### config.mk
export PLATFORM = sky130hd
export DESIGN_NAME = noise_channel_ctrl_flat
export DESIGN_NICKNAME = d
export VERILOG_FILES = /design/src/rtl/noise_channel_ctrl_pkg.sv /design/src/rtl/noise_channel_if.sv /design/src/rtl/noise_lfsr16.sv /design/src/rtl/noise_channel_ctrl.sv /design/src/flat_wrapper.sv
export SDC_FILE = /design/constraint.sdc
export NUM_CORES = 1
export LEC_CHECK = 0
export ABC_AREA = 1
export ABC_CLOCK_PERIOD_IN_PS = 3700
export BUFFER_PORTS_ARGS = -buffer_cell sky130_fd_sc_hd__buf_2
export CELL_PAD_IN_SITES_DETAIL_PLACEMENT = 1
export CELL_PAD_IN_SITES_GLOBAL_PLACEMENT = 2
export CORE_ASPECT_RATIO = 0.5
export CORE_MARGIN = 8
export CORE_UTILIZATION = 34
export CTS_BUF_LIST = sky130_fd_sc_hd__clkbuf_16
export DETAILED_ROUTE_END_ITERATION = 10
export PLACE_DENSITY = 0.87
export SYNTH_ARGS = -nofsm -noshare
export SYNTH_HDL_FRONTEND = slang
export SYNTH_HIERARCHICAL = 1
export SYNTH_SLANG_ARGS = --single-unit
### constraint.sdc
create_clock -name clk -period 3.7 [get_ports clk]
set_clock_uncertainty 0.05 [all_clocks]
set_input_delay 0.555 -clock clk [delete_from_list [all_inputs] [get_ports clk]]
set_output_delay 0.555 -clock clk [all_outputs]
set_load 0.005 [all_outputs]
### src/rtl/noise_channel_ctrl_pkg.sv
// Shared types and helpers for the noise channel sequencer and its LFSR.
package noise_channel_ctrl_pkg;

  typedef enum logic [1:0] {
    IDLE = 2'd0,
    RUN  = 2'd1,
    DONE = 2'd2
  } state_e;

  localparam logic [15:0] LFSR_POLY = 16'hB400;
  localparam int          SYM_W     = 2;

  // Bit 1 of the symbol is steered by the high LFSR byte, bit 0 by the low byte.
  function automatic logic [SYM_W-1:0] flip_mask(input logic [15:0] lfsr,
                                                 input logic [7:0]  lvl);
    return {(lfsr[15:8] < lvl), (lfsr[7:0] < lvl)};
  endfunction

  function automatic logic [1:0] popcount2(input logic [1:0] m);
    return {m[1] & m[0], m[1] ^ m[0]};
  endfunction

endpackage

### src/rtl/noise_channel_if.sv
// Symbol stream bundle: encoder -> channel (in_*) and channel -> decoder (out_*).
interface noise_channel_if;
  import noise_channel_ctrl_pkg::*;

  // A beat transfers on a rising edge where valid && ready; a held valid keeps
  // its payload stable until it is taken, and ready may depend on valid.
  logic             in_valid;
  logic [SYM_W-1:0] in_sym;
  logic             in_ready;
  logic             out_valid;
  logic [SYM_W-1:0] out_sym;
  logic             out_ready;

  modport master (
    output in_valid, in_sym, out_ready,
    input  in_ready, out_valid, out_sym
  );

  modport slave (
    input  in_valid, in_sym, out_ready,
    output in_ready, out_valid, out_sym
  );

endinterface

### src/rtl/noise_lfsr16.sv
// 16-bit right-shifting Galois LFSR with synchronous load and step enable.
module noise_lfsr16
  import noise_channel_ctrl_pkg::*;
#(
  parameter logic [15:0] SEED = 16'hACE1,
  parameter logic [15:0] POLY = LFSR_POLY
) (
  input  logic        clk,
  input  logic        rst_n,
  input  logic        load_i,
  input  logic [15:0] seed_i,
  input  logic        adv_i,
  output logic [15:0] lfsr_o
);

  logic [15:0] lfsr_q;
  logic [15:0] lfsr_d;

  // Load wins over advance so a restart always begins from the seed.
  always_comb begin
    lfsr_d = lfsr_q;
    if (load_i) begin
      lfsr_d = seed_i;
    end else if (adv_i) begin
      lfsr_d = (lfsr_q >> 1) ^ (lfsr_q[0] ? POLY : 16'h0000);
    end
  end

  always_ff @(posedge clk or negedge rst_n) begin
    if (!rst_n) begin
      lfsr_q <= SEED;
    end else begin
      lfsr_q <= lfsr_d;
    end
  end

  assign lfsr_o = lfsr_q;

endmodule

### src/rtl/noise_channel_ctrl.sv
// Frame sequencer: corrupts each accepted symbol with LFSR-driven bit flips and counts them.
module noise_channel_ctrl
  import noise_channel_ctrl_pkg::*;
#(
  parameter int          FRAME_LEN = 16,
  parameter logic [15:0] SEED      = 16'hACE1
) (
  input  logic                 clk,
  input  logic                 rst_n,
  input  logic                 start,
  input  logic [7:0]           err_level,
  noise_channel_if.slave       bus,
  output logic                 busy,
  output logic                 done,
  output logic [7:0]           err_count,
  output state_e               dbg_state
);

  localparam logic [7:0] FRAME_N = 8'(FRAME_LEN);

  state_e           state_q;
  logic [7:0]       in_cnt_q;
  logic [7:0]       lvl_q;
  logic [7:0]       err_count_q;
  logic [7:0]       err_count_d;
  logic             out_valid_q;
  logic [SYM_W-1:0] out_sym_q;
  logic [15:0]      lfsr;
  logic             in_ready;
  logic             accept;
  logic             out_fire;
  logic             start_ok;
  logic [SYM_W-1:0] mask;
  logic [8:0]       err_sum;

  assign out_fire = out_valid_q && bus.out_ready;
  assign in_ready = (state_q == RUN) && (in_cnt_q < FRAME_N) && (!out_valid_q || bus.out_ready);
  assign accept   = bus.in_valid && in_ready;
  assign start_ok = (state_q == IDLE) && start;

  assign mask        = flip_mask(lfsr, lvl_q);
  assign err_sum     = {1'b0, err_count_q} + 9'(popcount2(mask));
  assign err_count_d = err_sum[8] ? 8'hFF : err_sum[7:0];

  // Stepping only on accept keeps the noise pattern a function of symbol index alone.
  noise_lfsr16 #(
    .SEED (SEED),
    .POLY (LFSR_POLY)
  ) u_lfsr (
    .clk    (clk),
    .rst_n  (rst_n),
    .load_i (start_ok),
    .seed_i (SEED),
    .adv_i  (accept),
    .lfsr_o (lfsr)
  );

  always_ff @(posedge clk or negedge rst_n) begin
    if (!rst_n) begin
      state_q     <= IDLE;
      in_cnt_q    <= 8'd0;
      lvl_q       <= 8'd0;
      err_count_q <= 8'd0;
      out_valid_q <= 1'b0;
      out_sym_q   <= '0;
    end else begin
      case (state_q)
        IDLE: begin
          if (start) begin
            state_q     <= RUN;
            lvl_q       <= err_level;
            in_cnt_q    <= 8'd0;
            err_count_q <= 8'd0;
          end
        end
        RUN: begin
          if (accept) begin
            out_sym_q   <= bus.in_sym ^ mask;
            out_valid_q <= 1'b1;
            in_cnt_q    <= in_cnt_q + 8'd1;
            err_count_q <= err_count_d;
          end else if (out_fire) begin
            out_valid_q <= 1'b0;
          end
          // Accept is blocked once the count is reached, so this fire is the last symbol.
          if (out_fire && (in_cnt_q == FRAME_N)) begin
            state_q <= DONE;
          end
        end
        DONE: begin
          state_q <= IDLE;
        end
        default: begin
          state_q <= IDLE;
        end
      endcase
    end
  end

  assign bus.in_ready  = in_ready;
  assign bus.out_valid = out_valid_q;
  assign bus.out_sym   = out_sym_q;
  assign busy          = (state_q == RUN);
  assign done          = (state_q == DONE);
  assign err_count     = err_count_q;
  assign dbg_state     = state_q;

endmodule
### src/flat_wrapper.sv
// flat-port wrapper written by rule: the top's interface ports become plain ports
module noise_channel_ctrl_flat import noise_channel_ctrl_pkg::*;
#(
  parameter int          FRAME_LEN = 16,
  parameter logic [15:0] SEED      = 16'hACE1
)
  (clk, rst_n, start, err_level, busy, done, err_count, dbg_state, bus_in_valid, bus_in_sym, bus_out_ready, bus_in_ready, bus_out_valid, bus_out_sym);
  noise_channel_if bus_i ();
  input  logic clk;
  input  logic rst_n;
  input  logic start;
  input  logic [7:0] err_level;
  output logic busy;
  output logic done;
  output logic [7:0] err_count;
  output state_e dbg_state;
  input wire logic [$bits(bus_i.in_valid)-1:0] bus_in_valid;
  input wire logic [$bits(bus_i.in_sym)-1:0] bus_in_sym;
  input wire logic [$bits(bus_i.out_ready)-1:0] bus_out_ready;
  output wire logic [$bits(bus_i.in_ready)-1:0] bus_in_ready;
  output wire logic [$bits(bus_i.out_valid)-1:0] bus_out_valid;
  output wire logic [$bits(bus_i.out_sym)-1:0] bus_out_sym;
  assign bus_i.in_valid = bus_in_valid;
  assign bus_i.in_sym = bus_in_sym;
  assign bus_i.out_ready = bus_out_ready;
  assign bus_in_ready = bus_i.in_ready;
  assign bus_out_valid = bus_i.out_valid;
  assign bus_out_sym = bus_i.out_sym;
  noise_channel_ctrl #(.FRAME_LEN(FRAME_LEN), .SEED(SEED)) u_core (.clk(clk), .rst_n(rst_n), .start(start), .err_level(err_level), .bus(bus_i), .busy(busy), .done(done), .err_count(err_count), .dbg_state(dbg_state));
endmodule
==> results of run 1 <==
[cell usage after synthesis (all sizes together)]
cell type	number
dfrtp	37
o21ai	18
conb	2
a21oi	12
fa	1
o21a	2
dfstp	8
ha	19
nor2	20
nand4	2
a21o	1
inv	52
nand3	27
xor2	2
buf	7
o22ai	2
nand2	116
nor3	5
[final timing paths]
check | start | end | slack [ns] | cells after the start
min in group clk | err_level[0] | u_core/lvl_q[0]$_DFFE_PN0P_ | 0.41 | 3
max in group asynchronous | rst_n | u_core/u_lfsr/lfsr_o[14]$_DFFE_PN0P_ | 2.57 | 1
hold / removal | rst_n | u_core/u_lfsr/lfsr_o[9]$_DFFE_PN0P_ | 0.39 | 1
hold reg to reg | u_core/bus.out_sym[0]$_DFFE_PN0P_ | u_core/bus.out_sym[0]$_DFFE_PN0P_ | 0.43 | 2
setup reg to reg | u_core/lvl_q[3]$_DFFE_PN0P_ | u_core/err_count[1]$_DFFE_PN0P_ | 0.61 | 18
setup / recovery | u_core/lvl_q[3]$_DFFE_PN0P_ | u_core/err_count[1]$_DFFE_PN0P_ | 0.61 | 18
[final cells by class]
cell class                 count  share of cell area (%)
clock buffer                   5                    4.10
clock inverter                 3                    1.35
inverter                      52                    6.40
multi-input combinational    243                    42.1
sequential                    45                    37.2
tap                           96                    3.94
timing repair buffer          30                    4.92
[metrics by stage]
step | cells | worst slack (ns) | utilization [%] | area [µm²]
after floorplan | 347 | 1.02 | - | 2680
after global placement | 466 | 0.787 | 39.0 | 2890
after detailed placement | 466 | 0.653 | 39.0 | 2890
after CTS | 474 | 0.606 | 41.2 | 3050
after global routing | 474 | 0.412 | 41.2 | 3050
final | 474 | 0.612 | 41.2 | 3050
[flip-flops by register name, indices dropped and copies added, names as in the netlist]
name                  count
u_core/bus.out_sym        2
u_core/bus.out_valid      1
u_core/in_cnt_q           8
u_core/err_count          8
u_core/lvl_q              8
u_core/u_lfsr/lfsr_o     16
u_core/dbg_state          2
[metal layers]
metal	GRT usage, %	share of wire [%]	vias to the layer above
li1	-	-	1114
met1	14.3	47	1041
met2	21.7	47	23
met3	3.62	3.4	13
met4	5.59	2.1	0
met5	0	0	-
[kinds of logic after synthesis]
family | after synthesis | share of synthesized area, %
buffers and inverters | 59 | 10.0
and+or+nand+nor | 170 | 28.4
AOI/OAI and AO/OA | 35 | 7.61
adders and majority gates | 20 | 9.80
xor gates and xnor gates | 2 | 0.666
DFF | 45 | 43.2
other | 2 | 0.285
[cell usage in the layout, fill, tap and decap left out, drive strengths merged]
cell type	instances
fa	1
bufinv	1
dfstp	8
nand4	2
dfrtp	37
conb	16
ha	19
o21ai	18
nand3	27
nor2	20
clkbuf	5
xor2	2
o22ai	2
a21o	1
buf	30
clkinvlp	1
inv	52
clkinv	1
a21oi	12
nand2	116
o21a	2
nor3	5
[power by group through the flow]
| stage | sequential, mW | clock (mW) | combinational, mW |
|---|---|---|---|
| 2_1_floorplan | 0.858 | 0 | 1.05 |
| 3_3_place_gp | 0.893 | 0 | 1.30 |
| 3_5_place_dp | 0.907 | 0 | 1.38 |
| 4_1_cts | 0.901 | 0.527 | 1.40 |
| 5_1_grt | 0.929 | 0.548 | 1.59 |
| 6_report | 0.895 | 0.515 | 1.37 |
[critical path: stages (launching register included)]
cell     delay (ns)
dfrtp_1        0.33
inv_1          0.08
ha_1           0.31
nand2_1        0.05
inv_1          0.04
nand2_1        0.04
nand2_1        0.07
nand2_1        0.08
nand2_1        0.09
inv_1          0.05
ha_1           0.29
ha_1           0.18
inv_1          0.06
fa_1           0.39
nor2_1         0.16
nand3_1        0.18
nor3_4         0.32
nor2_1         0.09
o22ai_1        0.14
==> metrics.md, run 1 <==
| Metric | Value |
|---|---|
| Die height | between 70 and 80 µm |
| Status | complete, no violations |
| Die area | around 0.011 mm² |
| Multi-input logic area | 0.00128 mm² |
| Initial antenna violation count | 0 |
| CP required | between 3 and 4 ns |
| Share of cells above drive strength 1 | around 16% |
| Total Power | approximately 2.8 mW |
| Synth warn | 6 |
| # fillers | roughly 930 |
| Avg Cell Area, Syn | just under 8 µm² |
| Starting Density | a little over a third |
| Clock tree from TritonCTS | done |
| Sequential share of power | between 30% and 40% |
| Maximum vdd drop | about 0.26 mV |
| Clk slew on worst S/H paths | about 0.070 ns |
| P_int | ~1.6 mW |
| Sequential area share after synthesis | a little over two fifths |
| Drt first pass iters | 4 |
| Wire per inst | around 14 µm |
| Vias per cell | 4.62 |
| DRC | 0 |
| Largest net degree at the start of global routing | 46 |
| Fin crit period | about 3 ns |
| First-pass GRT wire length | 11,200 µm |
| RSZ-0062 raised after global routing | false |
| Setup TNS | 0 ns |
| Post-CTS Resized | 0 |
| Worst hold path type | in -> async |
| Sw power | ~1.2 mW |
| Root buffer cell | clkbuf_16 |
| Logic pwr share | 49.3% |
| Max-slew headroom | around a third |
| GP Congestion | between 0.7 and 0.8 |
| Fmax achieved | 0.324 GHz |
| Worst skew pair latency | 0.29 ns |
| Switching portion of total power | 44.0% |
| Tcrit/Tclk final | between 80% and 90% |
| Post-synthesis cell count | between 300 and 400 |
| # H-tree levels | 2 |
| Synth top area cells | dfrtp_1 (35%), nand2_1 (16%), ha_1 (9.0%) |
| Startpoint types | flop |
| Area leader, netlist | dfrtp_1 |
| Post-synthesis cell area | 0.00263 mm² |
| Final hold vios | 0 |
| Max-slew violation count | 0 |
| Hold buffers post-CTS | 0 |
| DR vias | ~2.2k |
| Setup crit end kind | flop |
| Sink Count | 45 |
| Cell Rows | 22 |
| 1st-iter DRT viols | between 100 and 150 |
| Pwr/cell area | roughly 910 mW/mm² |
| Core box area | 0.00740 mm² |
| Synth cell types | 29 |
| Post-synth top area share | a little over a third |
| Vias in the first global route | about 2.4k |
| WP data arrival | around 3.3 ns |
| Antenna diodes | 0 |
| Die width | approximately 140 µm |
| Deepest clock path buffer count | 2 |
| Post-CTS setup buffers | 0 |
| MaxCap Viol Count | 0 |
| Reg area | ~0.0011 mm² |
| P&R area growth vs syn | 16.0% |
| Crit Path Max Fanout | 7 |
| Crit path kind | reg -> reg |
| CTS Buf Count | 5 |
| Clock Power Share | between 10% and 20% |
| Io pins | 31 |
| Total length of routed wires | 6480 µm |
| Hold slack | a little under 0.4 ns |
| Remaining global-route overflow | 0 |
| DP Wirelength | between 4000 and 5000 µm |
| Total track usage | around an eighth |
| Pleak | ~1.7 nW |
| # port buffers | 30 |
| Synth Register Bits | 45 |
| Setup violators final | 0 |
| Worst slew pin tran | approximately 1.0 ns |
| Layout Nets | 412 |
| DRT antenna net count | 0 |
(Power assumes the default switching activity.)
==> run 2, diff against run 1 <==
--- a/config.mk
+++ b/config.mk
@@ -6,16 +6,16 @@
 export NUM_CORES = 1
 export LEC_CHECK = 0
 export ABC_AREA = 1
-export ABC_CLOCK_PERIOD_IN_PS = 3700
+export ABC_CLOCK_PERIOD_IN_PS = 2800
 export BUFFER_PORTS_ARGS = -buffer_cell sky130_fd_sc_hd__buf_2
 export CELL_PAD_IN_SITES_DETAIL_PLACEMENT = 1
 export CELL_PAD_IN_SITES_GLOBAL_PLACEMENT = 2
 export CORE_ASPECT_RATIO = 0.5
 export CORE_MARGIN = 8
-export CORE_UTILIZATION = 34
+export CORE_UTILIZATION = 31
 export CTS_BUF_LIST = sky130_fd_sc_hd__clkbuf_16
 export DETAILED_ROUTE_END_ITERATION = 10
-export PLACE_DENSITY = 0.87
+export PLACE_DENSITY = 0.84
 export SYNTH_ARGS = -nofsm -noshare
 export SYNTH_HDL_FRONTEND = slang
 export SYNTH_HIERARCHICAL = 1
==> constraint.sdc (replaced) <==
create_clock -name clk -period 2.8 [get_ports clk]
set_clock_uncertainty 0.05 [all_clocks]
set_input_delay 0.42 -clock clk [delete_from_list [all_inputs] [get_ports clk]]
set_output_delay 0.42 -clock clk [all_outputs]
set_load 0.005 [all_outputs]
==> run 2 against run 1 <==
Compared with the run above: the run now ends with negative setup slack left; first-iteration DRC count is 27% higher; setup slack worse by 0.72 ns; critical path depth shrank 2; utilization rose by 3.8 points; non-clock buffer count up 48; via count rose by 12%; cell count grew 14%; largest power group unchanged; design area grew 20%; combinational power is 120% higher.
==> metrics.md, run 2 (synthesis gave the netlist of run 1 again) <==
| Metric | Value |
|---|---|
| Status | complete, but fails checks |
| Failing checks | negative setup slack |
| CP required | between 2 and 3 ns |
| # H-tree levels | 2 |
| Placed insts | roughly 500 |
| Commonest non-fill, non-tap cell in the layout | nand2_1 |
| Setup violators final | 8 |
| Worst skew pair latency | about 0.29 ns |
| DRC | 0 |
| Crit Path Max Fanout | 6 |
| Setup crit end kind | flop |
| Clk slew on worst S/H paths | 0.06 ns |
| # port buffers | 30 |
| MaxCap Viol Count | 0 |
| Crit Reg-Reg Startpoint | u_core/u_lfsr/lfsr_o[15]$_DFFE_PN1P_ |
| Depth of the most critical reg-to-reg path | 16 |
| GP Congestion | approximately 0.76 |
| Final worst setup slack | -0.109 ns |
| Worst slew pin tran | 0.662 ns |
| Vias per cell | approximately 4.5 |
| DP Wirelength | 5000 µm |
| Pleak | roughly 1.9 nW |
| Initial antenna violation count | 0 |
| 1st-iter DRT viols | around 170 |
| Core box area | around 0.0081 mm² |
| Max reg flops | 16 |
| Deepest clock path buffer count | 2 |
| Non-Filler Instances | roughly 540 |
| DR vias | 2,443 |
| Io pins | 31 |
| Final hold vios | 0 |
| Layout Nets | between 400 and 500 |
| First-pass GRT wire length | 12,400 µm |
| RSZ-0062 raised after global routing | true |
| WP data arrival | ~3 ns |
| Remaining global-route overflow | 0 |
| Die area | about 0.012 mm² |
| Tcrit/Tclk final | 104% |
| Total track usage | 13.0% |
| Die height | 81.1 µm |
| Crit path kind | reg -> reg |
| Total Power | about 4.8 mW |
| Share of cells above drive strength 1 | between 30% and 40% |
| Root buffer cell | clkbuf_16 |
| Fmax achieved | roughly 0.34 GHz |
| Reg2reg end | u_core/err_count[0]$_DFFE_PN0P_ |
| Startpoint types | flop |
| Clock tree from TritonCTS | done |
| Max-slew headroom | 55.8% |
| CTS Buf Count | 5 |
| Most frequent cells in the layout | nand2_1 (102), buf_4 (45), inv_1 (38), dfrtp_1 (37), buf_2 (30) |
| Die width | about 150 µm |
| Largest net degree at the start of global routing | 35 |
| Worst hold path type | in -> async |
| Max-slew violation count | 0 |
| Starting Density | between 30% and 40% |
| Sink Count | 45 |
| Total length of routed wires | 8200 µm |
| Cell Rows | 23 |
| Fin crit period | 2.91 ns |
| Drt first pass iters | 4 |
| DRT antenna net count | 0 |
| Antenna diodes | 0 |
| Hold buffers post-CTS | 0 |
| P&R area growth vs syn | 38.9% |
| Vias in the first global route | roughly 2.6k |
| Pwr/cell area | between 1000 and 1500 mW/mm² |
| Maximum vdd drop | 0.403 mV |
| Reg2reg setup slack | -0.11 ns |
| Wire per inst | 15.2 µm |
| Setup TNS | -0.406 ns |
-- run 2: cell types whose count changed in the layout (fill, tap and decap cells not counted), sizes merged --
cell	change
bufinv	-1
clkinv	+1
buf	+48
-- run 2: timing repair --
item | CTS | global route
buffers inserted | 21 | 9
pin swaps | 20 | 26
gates cloned | 0 | 0
endpoints found under the setup margin | 8 | 9
resized for setup | 14 | 40
-- run 2: layer usage --
layer	vias up	wire length (µm)	global-route usage, %
met3	17	189	2.44
li1	1203	-	-
met5	-	0	0
met2	38	4290	25.5
met1	1185	3480	13.8
met4	0	230	5.50
-- run 2: area by class of cell --
| cell class | count | area (µm²) |
|---|---|---|
| Clock inverter | 3 | 17.5 |
| Tap cell | 112 | 140 |
| Sequential cell | 45 | 1140 |
| Fill cell | 987 | 4460 |
| Inverter | 52 | 198 |
| Clock buffer | 5 | 125 |
| Timing Repair Buffer | 78 | 522 |
| Multi-Input combinational cell | 243 | 1520 |
-- run 2: critical path, stage by stage (launching register included) --
cell     delay, ns
dfstp_2       0.57
ha_4          0.15
nand2_2       0.08
nor2_2        0.15
nand2_2       0.08
nand2_2       0.09
inv_2         0.05
ha_4          0.27
ha_4          0.12
inv_2         0.04
fa_2          0.37
nor2_4        0.16
nand3_4       0.09
nor3_4        0.24
buf_4         0.18
o21ai_1       0.06
nand2_1       0.09
-- run 2: worst max-delay path by stage --
stage,from,to,slack [ns],cells past startpoint
final,u_core/u_lfsr/lfsr_o[15]$_DFFE_PN1P_,u_core/err_count[0]$_DFFE_PN0P_,-0.11,16
after global routing,u_core/u_lfsr/lfsr_o[11]$_DFFE_PN1P_,u_core/err_count[0]$_DFFE_PN0P_,-0.21,18
after CTS,u_core/u_lfsr/lfsr_o[3]$_DFFE_PN0P_,u_core/err_count[1]$_DFFE_PN0P_,-0.11,17
after detailed placement,u_core/lvl_q[3]$_DFFE_PN0P_,u_core/err_count[2]$_DFFE_PN0P_,-0.24,18
after global placement,u_core/u_lfsr/lfsr_o[15]$_DFFE_PN1P_,u_core/err_count[5]$_DFFE_PN0P_,-0.09,15
after floorplan,u_core/u_lfsr/lfsr_o[15]$_DFFE_PN1P_,u_core/err_count[6]$_DFFE_PN0P_,0.12,15
-- run 2: power by group --
group	internal [mW]	switching, mW
registers	0.961	0.232
logic	1.37	1.61
clock network	0.328	0.262
total	2.66	2.11
-- run 2: stage by stage --
step	hold slack, ns	area (µm²)	setup WS, ns	util [%]
floorplan	0.0744	2680	0.115	-
global placement	0.371	3060	-0.0924	37.7
global route	0.0951	3650	-0.208	45.0
finish	0.0544	3650	-0.109	45.0
detailed placement	0.371	3060	-0.240	37.7
CTS	0.0534	3420	-0.109	42.1
